--- config.mk ---
export PLATFORM = sky130hd
export DESIGN_NAME = life_engine_param
export DESIGN_NICKNAME = d
export VERILOG_FILES = /design/src/rtl/life_pkg.sv /design/src/rtl/life_next_gen.sv /design/src/rtl/life_engine_param.sv
export SDC_FILE = /design/constraint.sdc
export NUM_CORES = 1
export LEC_CHECK = 0
export CORE_UTILIZATION = 50
export DETAILED_ROUTE_END_ITERATION = 16
export PLACE_DENSITY = 0.71
export SLEW_MARGIN = 20
export SYNTH_ARGS = -nofsm -noshare
export SYNTH_HDL_FRONTEND = slang
export SYNTH_SLANG_ARGS = --single-unit
--- constraint.sdc ---
create_clock -name clk -period 7.3 [get_ports clk]
set_clock_uncertainty 0.2 [all_clocks]
set_input_delay 1.825 -clock clk [delete_from_list [all_inputs] [get_ports clk]]
set_output_delay 1.825 -clock clk [all_outputs]
set_load 0.02 [all_outputs]
--- src/rtl/life_pkg.sv ---
// Shared types and helpers for the Game-of-Life engine.
package life_pkg;

    typedef enum logic [1:0] {
        IDLE = 2'd0,
        RUN  = 2'd1,
        HALT = 2'd2
    } life_state_t;

    localparam int NBR_W = 4;

    // Cell (r,c) lives at bit r*cols+c of the flattened grid vector.
    function automatic int idx(input int r, input int c, input int cols);
        return r * cols + c;
    endfunction

endpackage

--- src/rtl/life_next_gen.sv ---
// Combinational Game-of-Life successor: one neighbour counter per cell.
module life_next_gen
    import life_pkg::*;
#(
    parameter int ROWS = 8,
    parameter int COLS = 8,
    parameter int WRAP = 0
) (
    input  logic [ROWS*COLS-1:0] grid,
    output logic [ROWS*COLS-1:0] next_grid
);

    for (genvar r = 0; r < ROWS; r++) begin : g_row
        for (genvar c = 0; c < COLS; c++) begin : g_col
            logic [8:0]       nb;
            logic [NBR_W-1:0] n;

            // Neighbour k covers offset (k/3-1, k%3-1); k==4 is the cell itself.
            for (genvar k = 0; k < 9; k++) begin : g_nb
                localparam int  RR     = r + k / 3 - 1;
                localparam int  CC     = c + k % 3 - 1;
                localparam bit  INSIDE = (RR >= 0) && (RR < ROWS) && (CC >= 0) && (CC < COLS);
                localparam int  RW     = (RR + ROWS) % ROWS;
                localparam int  CW     = (CC + COLS) % COLS;
                if (k == 4) begin : g_self
                    assign nb[k] = 1'b0;
                end else if (WRAP != 0 || INSIDE) begin : g_live
                    assign nb[k] = grid[idx(RW, CW, COLS)];
                end else begin : g_dead
                    assign nb[k] = 1'b0;
                end
            end

            assign n = NBR_W'($countones(nb));
            assign next_grid[idx(r, c, COLS)] = (n == NBR_W'(3)) |
                                                (grid[idx(r, c, COLS)] & (n == NBR_W'(2)));
        end
    end

endmodule

--- src/rtl/life_engine_param.sv ---
// Game-of-Life engine: grid register, run/pause/step FSM, generation counter, stable/extinct flags.
module life_engine_param
    import life_pkg::*;
#(
    parameter int ROWS      = 8,
    parameter int COLS      = 8,
    parameter int WRAP      = 0,
    parameter int AUTO_HALT = 1,
    parameter int CNT_W     = 16
) (
    input  logic                 clk,
    input  logic                 reset,
    input  logic                 load,
    input  logic [ROWS*COLS-1:0] seed,
    input  logic                 run,
    input  logic                 step,
    output logic [ROWS*COLS-1:0] grid,
    output logic [CNT_W-1:0]     gen_count,
    output logic                 stable,
    output logic                 extinct,
    output logic                 halted,
    output life_state_t          dbg_state
);

    localparam logic [CNT_W-1:0] CNT_MAX = '1;

    logic [ROWS*COLS-1:0] next_grid;
    logic                 next_same;
    logic                 next_zero;
    life_state_t          state;

    life_next_gen #(.ROWS(ROWS), .COLS(COLS), .WRAP(WRAP)) u_next (
        .grid      (grid),
        .next_grid (next_grid)
    );

    assign next_same = (next_grid == grid);
    assign next_zero = (next_grid == '0);
    assign dbg_state = state;

    always_ff @(posedge clk or negedge reset) begin
        if (!reset) begin
            grid      <= '0;
            gen_count <= '0;
            stable    <= 1'b0;
            extinct   <= 1'b1;
            halted    <= 1'b0;
            state     <= IDLE;
        end else if (load) begin
            grid      <= seed;
            gen_count <= '0;
            stable    <= 1'b0;
            extinct   <= (seed == '0);
            halted    <= 1'b0;
            state     <= IDLE;
        end else begin
            case (state)
                IDLE: begin
                    if (run) begin
                        state <= RUN;
                    end else if (step) begin
                        grid      <= next_grid;
                        gen_count <= (gen_count == CNT_MAX) ? gen_count : gen_count + 1'b1;
                        stable    <= next_same;
                        extinct   <= next_zero;
                    end
                end
                RUN: begin
                    if (!run) begin
                        state <= IDLE;
                    end else begin
                        grid      <= next_grid;
                        gen_count <= (gen_count == CNT_MAX) ? gen_count : gen_count + 1'b1;
                        stable    <= next_same;
                        extinct   <= next_zero;
                        // The halting generation is still committed, then the grid freezes.
                        if (AUTO_HALT != 0 && (next_same || next_zero)) begin
                            state  <= HALT;
                            halted <= 1'b1;
                        end
                    end
                end
                HALT: begin
                    state <= HALT;
                end
                default: begin
                    state <= IDLE;
                end
            endcase
        end
    end

endmodule

==> results.yml, run 1 <==
clock_tree:
  post_cts_resized: 0
  cts.root.buffer_cell: "clkbuf_16"
  cts.path.max_buffers: 2
  cts_inserted_buffers: 9
  clk_pin_slew_worst_paths_ns: 0.08
  hold_buffers: 0
  clock_sinks: 85
  post-cts-setup-buffers: 0
  cts-htree-levels: 3
  clkLatencyLatePin_ns: 0.40
  cts_tree: "yes"
global_routing:
  gr-usage-all-layers: 0.472
  grt_pass1_vias: 14900
  grt_max_degree: 54
  grt_pass1_wl_um: 103000
  grt_overflow: 0
  antenna_found_initial: 4
layout:
  fin_nets: 2315
  drive_gt1_frac: 0.0339
  syn_to_final_growth_pct: 15.5
  fin_util: 0.589
yosys:
  synth_edf_count: 0
  synth_compound_area_frac: 0.148
  ys.flop_type: "dfrtp_1"
  synth.most_common_cell: "inv_1"
  syn_area_mm2: 0.0152
  synthSimpleGateAreaFrac: 0.206
  ys_ff_latch: 85
  synth_area_leader_cell: "fa_1"
  syn_avg_cell_area_um2: 8.79
  synthesis.nets: 2164
  synthMuxAreaShare: 0.0132
  ys.warnings.count: 0
  synth_common_cells: "inv_1 (318), fa_1 (201), ha_1 (164)"
  synthCells: 1730
  synth_top_area_frac: 0.265
  synthAdderAreaFrac: 0.399
  ys_seq_area_frac: 0.140
  synth.distinct_cells: 87
  synthXorXnorAreaFrac: 0.00749
  synth_top_family_by_area: "adder cells"
  netlist_top_cells_area: "fa_1 (26%), dfrtp_1 (14%), ha_1 (13%), inv_1 (7.8%), a21oi_1 (3.5%)"
  synthArstFlopShare: 1.00
floorplan:
  start_util: 0.510
  core_area_mm2: 0.0298
  fp.dieH_um: 176
  fp.dieW_um: 176
  dieArea_mm2: 0.0311
  num_rows: 63
  io_pins: 154
route:
  drt_pass1_iterations: 6
  ant_nets: 0
  first_iter_violations: 1763
  wl_um: 71800
  wire_per_inst_um: 31.5
  avgViaCountPerCell: 6.67
  num_vias: 15200
  drc: 0
critical_path:
  r2r_setup_slack_ns: 1.71
  worstPathMaxFanout: 12
  cp.arrival_ns: 5.69
  crit_required_ns: 7.40
  r2r-start: "grid[33]"
  max_stage_delay_ns: 0.98
  crit_buf_inv: 1
  cp_cell_sequence: "ha_1, inv_1, fa_1, fa_1, fa_1, nor3b_1, a31oi_1, a21o_1, nor2_1, a2111oi_0, nand4_1, or4_4, o221ai_1"
  r2r-end: "halted"
  worst-setup-path-type: "flop to flop"
  crit_family: "adder cells"
  reg2regPathDepth: 13
  crit_path_frequent_cell: "fa_1"
  critPathSlowestCell: "a2111oi_0"
  cp-start-kind: "flop"
  end_kind: "flop"
timing:
  setup_viol: 0
  final_hold_viol_count: 0
  rsz0062_at_grt: "false"
  drv_slew: 0
  max_freq_mhz: 179
  relSlewSlack: 0.139
  finalSetupTns_ns: 0
  tightest_slew_ns: 1.28
  post-route-min-period_ns: 5.59
  post-route-period-util: 0.766
placement:
  io_buffers: 153
  place_congestion: 1.11
  dp_hpwl_um: 59500
worst_hold_path:
  hp-class: "flop to flop"
  worstHoldStart: "extinct"
  whs_endpoint: "extinct"
  whs_path_depth: 2
run:
  maxCapViolations: 0
status:
  outcome: "finished clean"
==> cell type report <==
class / count / area, um2
repair buffers: 169 / 1650
diodes: 3 / 7.51
inverters: 319 / 1200
clock inverters: 7 / 76.3
well taps: 390 / 488
clock buffers: 9 / 225
multi-input cells: 1297 / 11800
flip-flops and latches: 85 / 2130
fillers: 2642 / 12200
==> kinds of logic (layout without fill, tap and decap cells) <==
logic type | count (synthesis) | count (layout)
other cells | 0 | 3
flops | 85 | 85
xor+xnor | 13 | 13
buf+inv | 348 | 504
compound gates | 346 | 346
mux | 20 | 20
fa+ha+maj | 365 | 365
simple gates | 553 | 553
==> placed cells by master, fill, tap and decap left out, drive strengths merged, types with 7 or more instances in the layout <==
| cell | count |
|---|---|
| a2111oi | 10 |
| a211oi | 43 |
| a21oi | 107 |
| a22oi | 13 |
| a31oi | 12 |
| and2 | 7 |
| and3 | 8 |
| and4 | 7 |
| buf | 18 |
| clkbuf | 9 |
| clkdlybuf4s50 | 151 |
| dfrtp | 84 |
| fa | 201 |
| ha | 164 |
| inv | 322 |
| mux2i | 19 |
| nand2 | 73 |
| nand2b | 43 |
| nand3 | 26 |
| nand4 | 49 |
| nand4b | 8 |
| nor2 | 125 |
| nor2b | 42 |
| nor3 | 39 |
| nor3b | 21 |
| nor4 | 39 |
| nor4b | 7 |
| nor4bb | 12 |
| o21a | 7 |
| o21ai | 46 |
| o22ai | 48 |
| or2 | 7 |
| or3 | 9 |
| or4 | 10 |
| xnor2 | 7 |
==> worst max-delay path by stage <==
stage / from / endpoint / slack, ns / cells after the start
after floorplan: grid[10] / dbg_state[0] / 2.80 / 13
after global placement: grid[33] / dbg_state[1] / 1.94 / 13
after detailed placement: grid[51] / dbg_state[0] / 1.96 / 15
after CTS: grid[33] / halted / 1.92 / 13
after global routing: grid[33] / halted / 1.72 / 13
final: grid[33] / halted / 1.71 / 13
==> registers in the layout, indices dropped and copies added (netlist names) <==
name / count
halted: 1
dbg_state: 2
gen_count: 16
stable: 1
grid: 64
extinct: 1
==> tightest hold or removal path, delay by kind of cell, from the launching register on <==
kind | cells | cell delay (ns)
simple gates | 1 | 0.10
compound gates | 1 | 0.05
flops | 1 | 0.39
==> per-layer routing <==
| layer | GRT usage | routed length [um] |
|---|---|---|
| met5 | 0 | 24 |
| met4 | 0.277 | 4890 |
| met3 | 0.152 | 9020 |
| met2 | 0.704 | 30800 |
| met1 | 0.599 | 27100 |
==> per-stage QoR <==
stage	area, um2	setup WS, ns	hold slack (ns)	cells
floorplan	15200	2.80	0.332	1730
global placement	17200	1.94	0.305	2260
detailed placement	17200	1.96	0.313	2260
CTS	17500	1.92	0.324	2276
global route	17600	1.72	0.354	2276
finish	17600	1.71	0.330	2279
Power of run 1 is not shown: default switching activity piles up to over one toggle a cycle in this logic, so the estimate is an artifact.
==> run 2: changes to the inputs <==
- PLACE_DENSITY: 0.71 -> 0.74
- clock period: 7.3 -> 5 ns (I/O delays scaled with it)
==> results.yml, run 2 (same netlist as run 1, synthesis figures left out) <==
floorplan:
  core_area_mm2: 0.0298
  fp.dieW_um: 176
  io_pins: 154
  start_util: 0.510
  fp.dieH_um: 176
  num_rows: 63
  dieArea_mm2: 0.0311
critical_path:
  crit_required_ns: 5.10
  crit_buf_inv: 1
  cp_cell_sequence: "ha_1, inv_1, fa_1, fa_1, fa_1, nor3b_1, a31oi_1, a21o_1, nor2_1, a2111oi_2, nand4_1, or4_4, o221ai_2"
  cp-start-kind: "flop"
  worst-setup-path-type: "flop to flop"
  crit_family: "adder cells"
  reg2regPathDepth: 13
  cp.arrival_ns: 4.98
  critPathSlowestCell: "or4_4"
  worstPathMaxFanout: 5
  max_stage_delay_ns: 0.55
  end_kind: "flop"
  cp.depth: 13
  crit_path_frequent_cell: "fa_1"
route:
  first_iter_violations: 1869
  ant_nets: 0
  num_vias: 15900
  drc: 0
  avgViaCountPerCell: 6.66
  wl_um: 74800
  wire_per_inst_um: 31.4
  drt_pass1_iterations: 6
timing:
  final_hold_viol_count: 0
  setup_viol: 0
  drv_slew: 0
  post-route-period-util: 0.975
  max_freq_mhz: 205
  relSlewSlack: 0.180
  rsz0062_at_grt: "false"
  tightest_slew_ns: 1.21
  worst_slack_ns: 0.126
  post-route-min-period_ns: 4.87
global_routing:
  grt_pass1_vias: 15600
  grt_pass1_wl_um: 106000
  antenna_found_initial: 4
  grt_overflow: 0
  grt_max_degree: 72
  gr-usage-all-layers: 0.490
placement:
  place_ws_ns: -0.117
  place_congestion: 1.09
  dp_hpwl_um: 63400
  io_buffers: 153
clock_tree:
  clk_pin_slew_worst_paths_ns: 0.08
  cts-htree-levels: 3
  cts.path.max_buffers: 2
  cts_inserted_buffers: 9
  hold_buffers: 0
  clock_sinks: 85
  cts_tree: "yes"
  cts.root.buffer_cell: "clkbuf_16"
  clkLatencyLatePin_ns: 0.40
layout:
  layout.area.seq_mm2: 0.00214
  n_fill_cell: 2506
  largest_reg_flops: 64
  syn_to_final_growth_pct: 20.8
  multi_input_area_mm2: 0.0118
  final_common_cell: "inv_1"
  layout_common_cells: "inv_1 (318), fa_1 (198), ha_1 (164), clkdlybuf4s50_1 (151), nor2_1 (124)"
  fin_nets: 2417
  regMostFlops: "grid"
  drive_gt1_frac: 0.0910
worst_hold_path:
  whs_path_depth: 2
  hp-class: "flop to flop"
run:
  maxCapViolations: 0
status:
  outcome: "finished clean"
-- run 2: path summary, 6_finish.rpt --
path	startpoint	endpoint	slack, ns
max in group asynchronous	reset	grid[44]	3.01
setup reg to reg	grid[33]	dbg_state[1]	0.13
hold reg to reg	stable	stable	0.30
min in group asynchronous	reset	gen_count[4]	0.69
setup / recovery	grid[33]	dbg_state[1]	0.13
hold / removal	stable	stable	0.30
-- run 2: layer usage --
metal,track usage,vias up,wire (um)
li1,-,6562,-
met1,0.620,7811,27800
met2,0.734,1178,32000
met3,0.130,308,9050
met4,0.327,0,5920
met5,0,-,0
-- run 2: repair_timing --
action | in CTS | in global routing
resized for setup | 4 | 13
buffers inserted | 0 | 4
pin swaps | 1 | 3
setup endpoints to repair | 4 | 4
-- run 2: stage by stage --
step           hold WS [ns]  instance area [um2]  setup TNS (ns)  utilization  std cells
2_1_floorplan         0.332                15200               0            -       1730
3_3_place_gp          0.288                18000          -0.606        0.604       2358
3_5_place_dp          0.285                18000          -0.331        0.604       2358
4_1_cts               0.302                18300               0        0.614       2374
5_1_grt               0.335                18400               0        0.616       2378
6_report              0.301                18400               0        0.617       2380
-- run 2: final cells by class --
class	count	area share
multi-input combinational	1297	0.643
sequential	85	0.116
antenna	2	0.000272
timing repair buffer	271	0.132
inverter	319	0.0652
clock buffer	9	0.0123
clock inverter	7	0.00388
tap	390	0.0266
-- run 2: worst reg2reg max path, delay by kind of cell (launching register included) --
kind / cells / cell delay (ns)
buffers and inverters: 1 / 0.08
flip-flops: 1 / 0.53
adder cells (fa/ha/maj): 4 / 1.92
AND/OR/NAND/NOR: 4 / 0.88
AO/OA/AOI/OAI: 4 / 1.17
Power of run 2 is left out for the same reason.
==> run 3: changes to the inputs <==
- CELL_PAD_IN_SITES_DETAIL_PLACEMENT: not set -> 2
- CELL_PAD_IN_SITES_GLOBAL_PLACEMENT: not set -> 2
- CORE_UTILIZATION: 50 -> 33
- PLACE_DENSITY: 0.74 -> not set
- PLACE_DENSITY_LB_ADDON: not set -> 0.1
- clock period: 5 -> 4.15 ns (I/O delays scaled with it)
==> results.yml, run 3 (same netlist as run 1, synthesis figures left out) <==
status:
  outcome: "finished with violations"
  violations: "negative setup slack"
global_routing:
  antenna_found_initial: 3
  use_met1: 0.517
  use_met3: 0.0908
  gr-usage-all-layers: 0.431
  grt_max_degree: 49
  grtUsageMet2: 0.706
  grt.busiest_layer: "met2"
  grt_pass1_vias: 19700
  grt_overflow: 0
  grt_pass1_wl_um: 142000
timing:
  max_freq_mhz: 209
  worst_slack_ns: -0.631
  post-route-period-util: 1.15
  drv_slew: 0
  rsz0062_at_grt: "true"
  post-route-min-period_ns: 4.78
  final_hold_viol_count: 0
  tightest_slew_ns: 1.40
  relSlewSlack: 0.0613
  setup_viol: 6
worst_hold_path:
  worstHoldStart: "extinct"
  whs_path_depth: 2
  hp-class: "flop to flop"
  whs_endpoint: "extinct"
critical_path:
  crit_path_frequent_cell: "inv_2"
  crit_buf_inv: 3
  r2r_setup_slack_ns: -0.63
  end_kind: "flop"
  crit_required_ns: 4.23
  r2r-end: "dbg_state[0]"
  crit_family: "adder cells"
  cp_cell_sequence: "ha_4, inv_2, fa_1, inv_2, fa_2, inv_2, fa_1, a222oi_1, and3_4, nand4_1, nor4_2, nand4_1, or4_4, o41ai_4, a21boi_1"
  reg2regPathDepth: 15
  max_stage_delay_ns: 0.58
  worst-setup-path-type: "flop to flop"
  worstPathMaxFanout: 2
  cp.arrival_ns: 4.86
  cp-start-kind: "flop"
  critPathSlowestCell: "a222oi_1"
  r2r-start: "grid[36]"
layout:
  layout_common_cells: "buf_4 (484), inv_1 (304), fa_1 (171), clkdlybuf4s50_1 (151), ha_1 (149)"
  regMostFlops: "grid"
  largest_reg_flops: 64
  finalInstanceArea_mm2: 0.0223
  drive_gt1_frac: 0.292
  fin_nets: 2800
  final_common_cell: "buf_4"
  syn_to_final_growth_pct: 46.7
  instances_no_fill: 2972
floorplan:
  dieArea_mm2: 0.0470
  num_rows: 78
  fp.dieW_um: 217
  io_pins: 154
  core_area_mm2: 0.0454
  fp.dieH_um: 217
  start_util: 0.335
clock_tree:
  cts_tree: "yes"
  cts_inserted_buffers: 9
  clkLatencyLatePin_ns: 0.42
  cts.path.max_buffers: 2
  clk_pin_slew_worst_paths_ns: 0.10
  cts-htree-levels: 3
  clock_sinks: 85
  cts.root.buffer_cell: "clkbuf_16"
  hold_buffers: 0
route:
  ant_nets: 0
  avgViaCountPerCell: 5.91
  num_vias: 17600
  wl_um: 101000
  wire_per_inst_um: 34.0
  drt_pass1_iterations: 7
  drc: 0
  first_iter_violations: 1346
placement:
  place_congestion: 1.03
  post_dp_cell_area_mm2: 0.0212
  dp_cells: 2925
  dp_hpwl_um: 85700
  io_buffers: 153
run:
  maxCapViolations: 0
## run 3: cell types whose count changed in the layout (fill, tap and decap cells not counted), sizes merged
cell | before | now
clkinv | 2 | 3
inv | 324 | 323
diode | 2 | 1
buf | 120 | 503
## run 3: metrics by stage
stage / setup WS, ns / utilization / TNS (ns) / hold WS, ns
after detailed placement: -0.767 / 0.467 / -4.32 / 0.339
final: -0.631 / 0.492 / -2.58 / 0.374
after global routing: -0.717 / 0.492 / -3.00 / 0.379
after CTS: -0.589 / 0.483 / -2.55 / 0.365
after global placement: -0.790 / 0.467 / -3.59 / 0.325
after floorplan: -0.155 / - / -0.374 / 0.332
## run 3: worst register-to-register path, delay by kind of cell (launching register included)
family | cells | cell delay (ns)
adder cells (fa/ha/maj) | 4 | 1.60
AND/OR/NAND/NOR | 5 | 1.27
AO/OA/AOI/OAI | 3 | 0.96
flip-flops | 1 | 0.46
buffers and inverters | 3 | 0.18
## run 3: layer usage
metal	vias to the layer above	share of wire	wire, um
met5	-	0.00013	13
met4	2	0.073	7390
met3	292	0.071	7210
met2	798	0.46	46900
met1	9172	0.39	39500
li1	7291	-	-
## run 3: final cells by class
type                       instances  area [um2]
tap                              600         751
sequential                        85        2160
antenna                            1        2.50
fill                            4940       23100
inverter                         319        1200
multi-input combinational       1297       12400
clock inverter                     7        76.3
clock buffer                       9         225
timing repair buffer             654        5480
## run 3: worst max path at each step
stage,from,endpoint,depth (start not counted),slack (ns)
after floorplan,grid[51],dbg_state[0],15,-0.16
after global placement,grid[51],dbg_state[0],16,-0.79
after detailed placement,grid[51],dbg_state[0],16,-0.77
after CTS,grid[11],dbg_state[0],14,-0.59
after global routing,grid[42],dbg_state[0],16,-0.72
final,grid[36],dbg_state[0],15,-0.63
## run 3: repair_timing
item | CTS | global route
buffers inserted | 17 | 13
cloned | 0 | 0
resized for setup | 75 | 71
endpoints found under the setup margin | 8 | 13
pin swaps | 39 | 43
Power of run 3 is left out for the same reason.
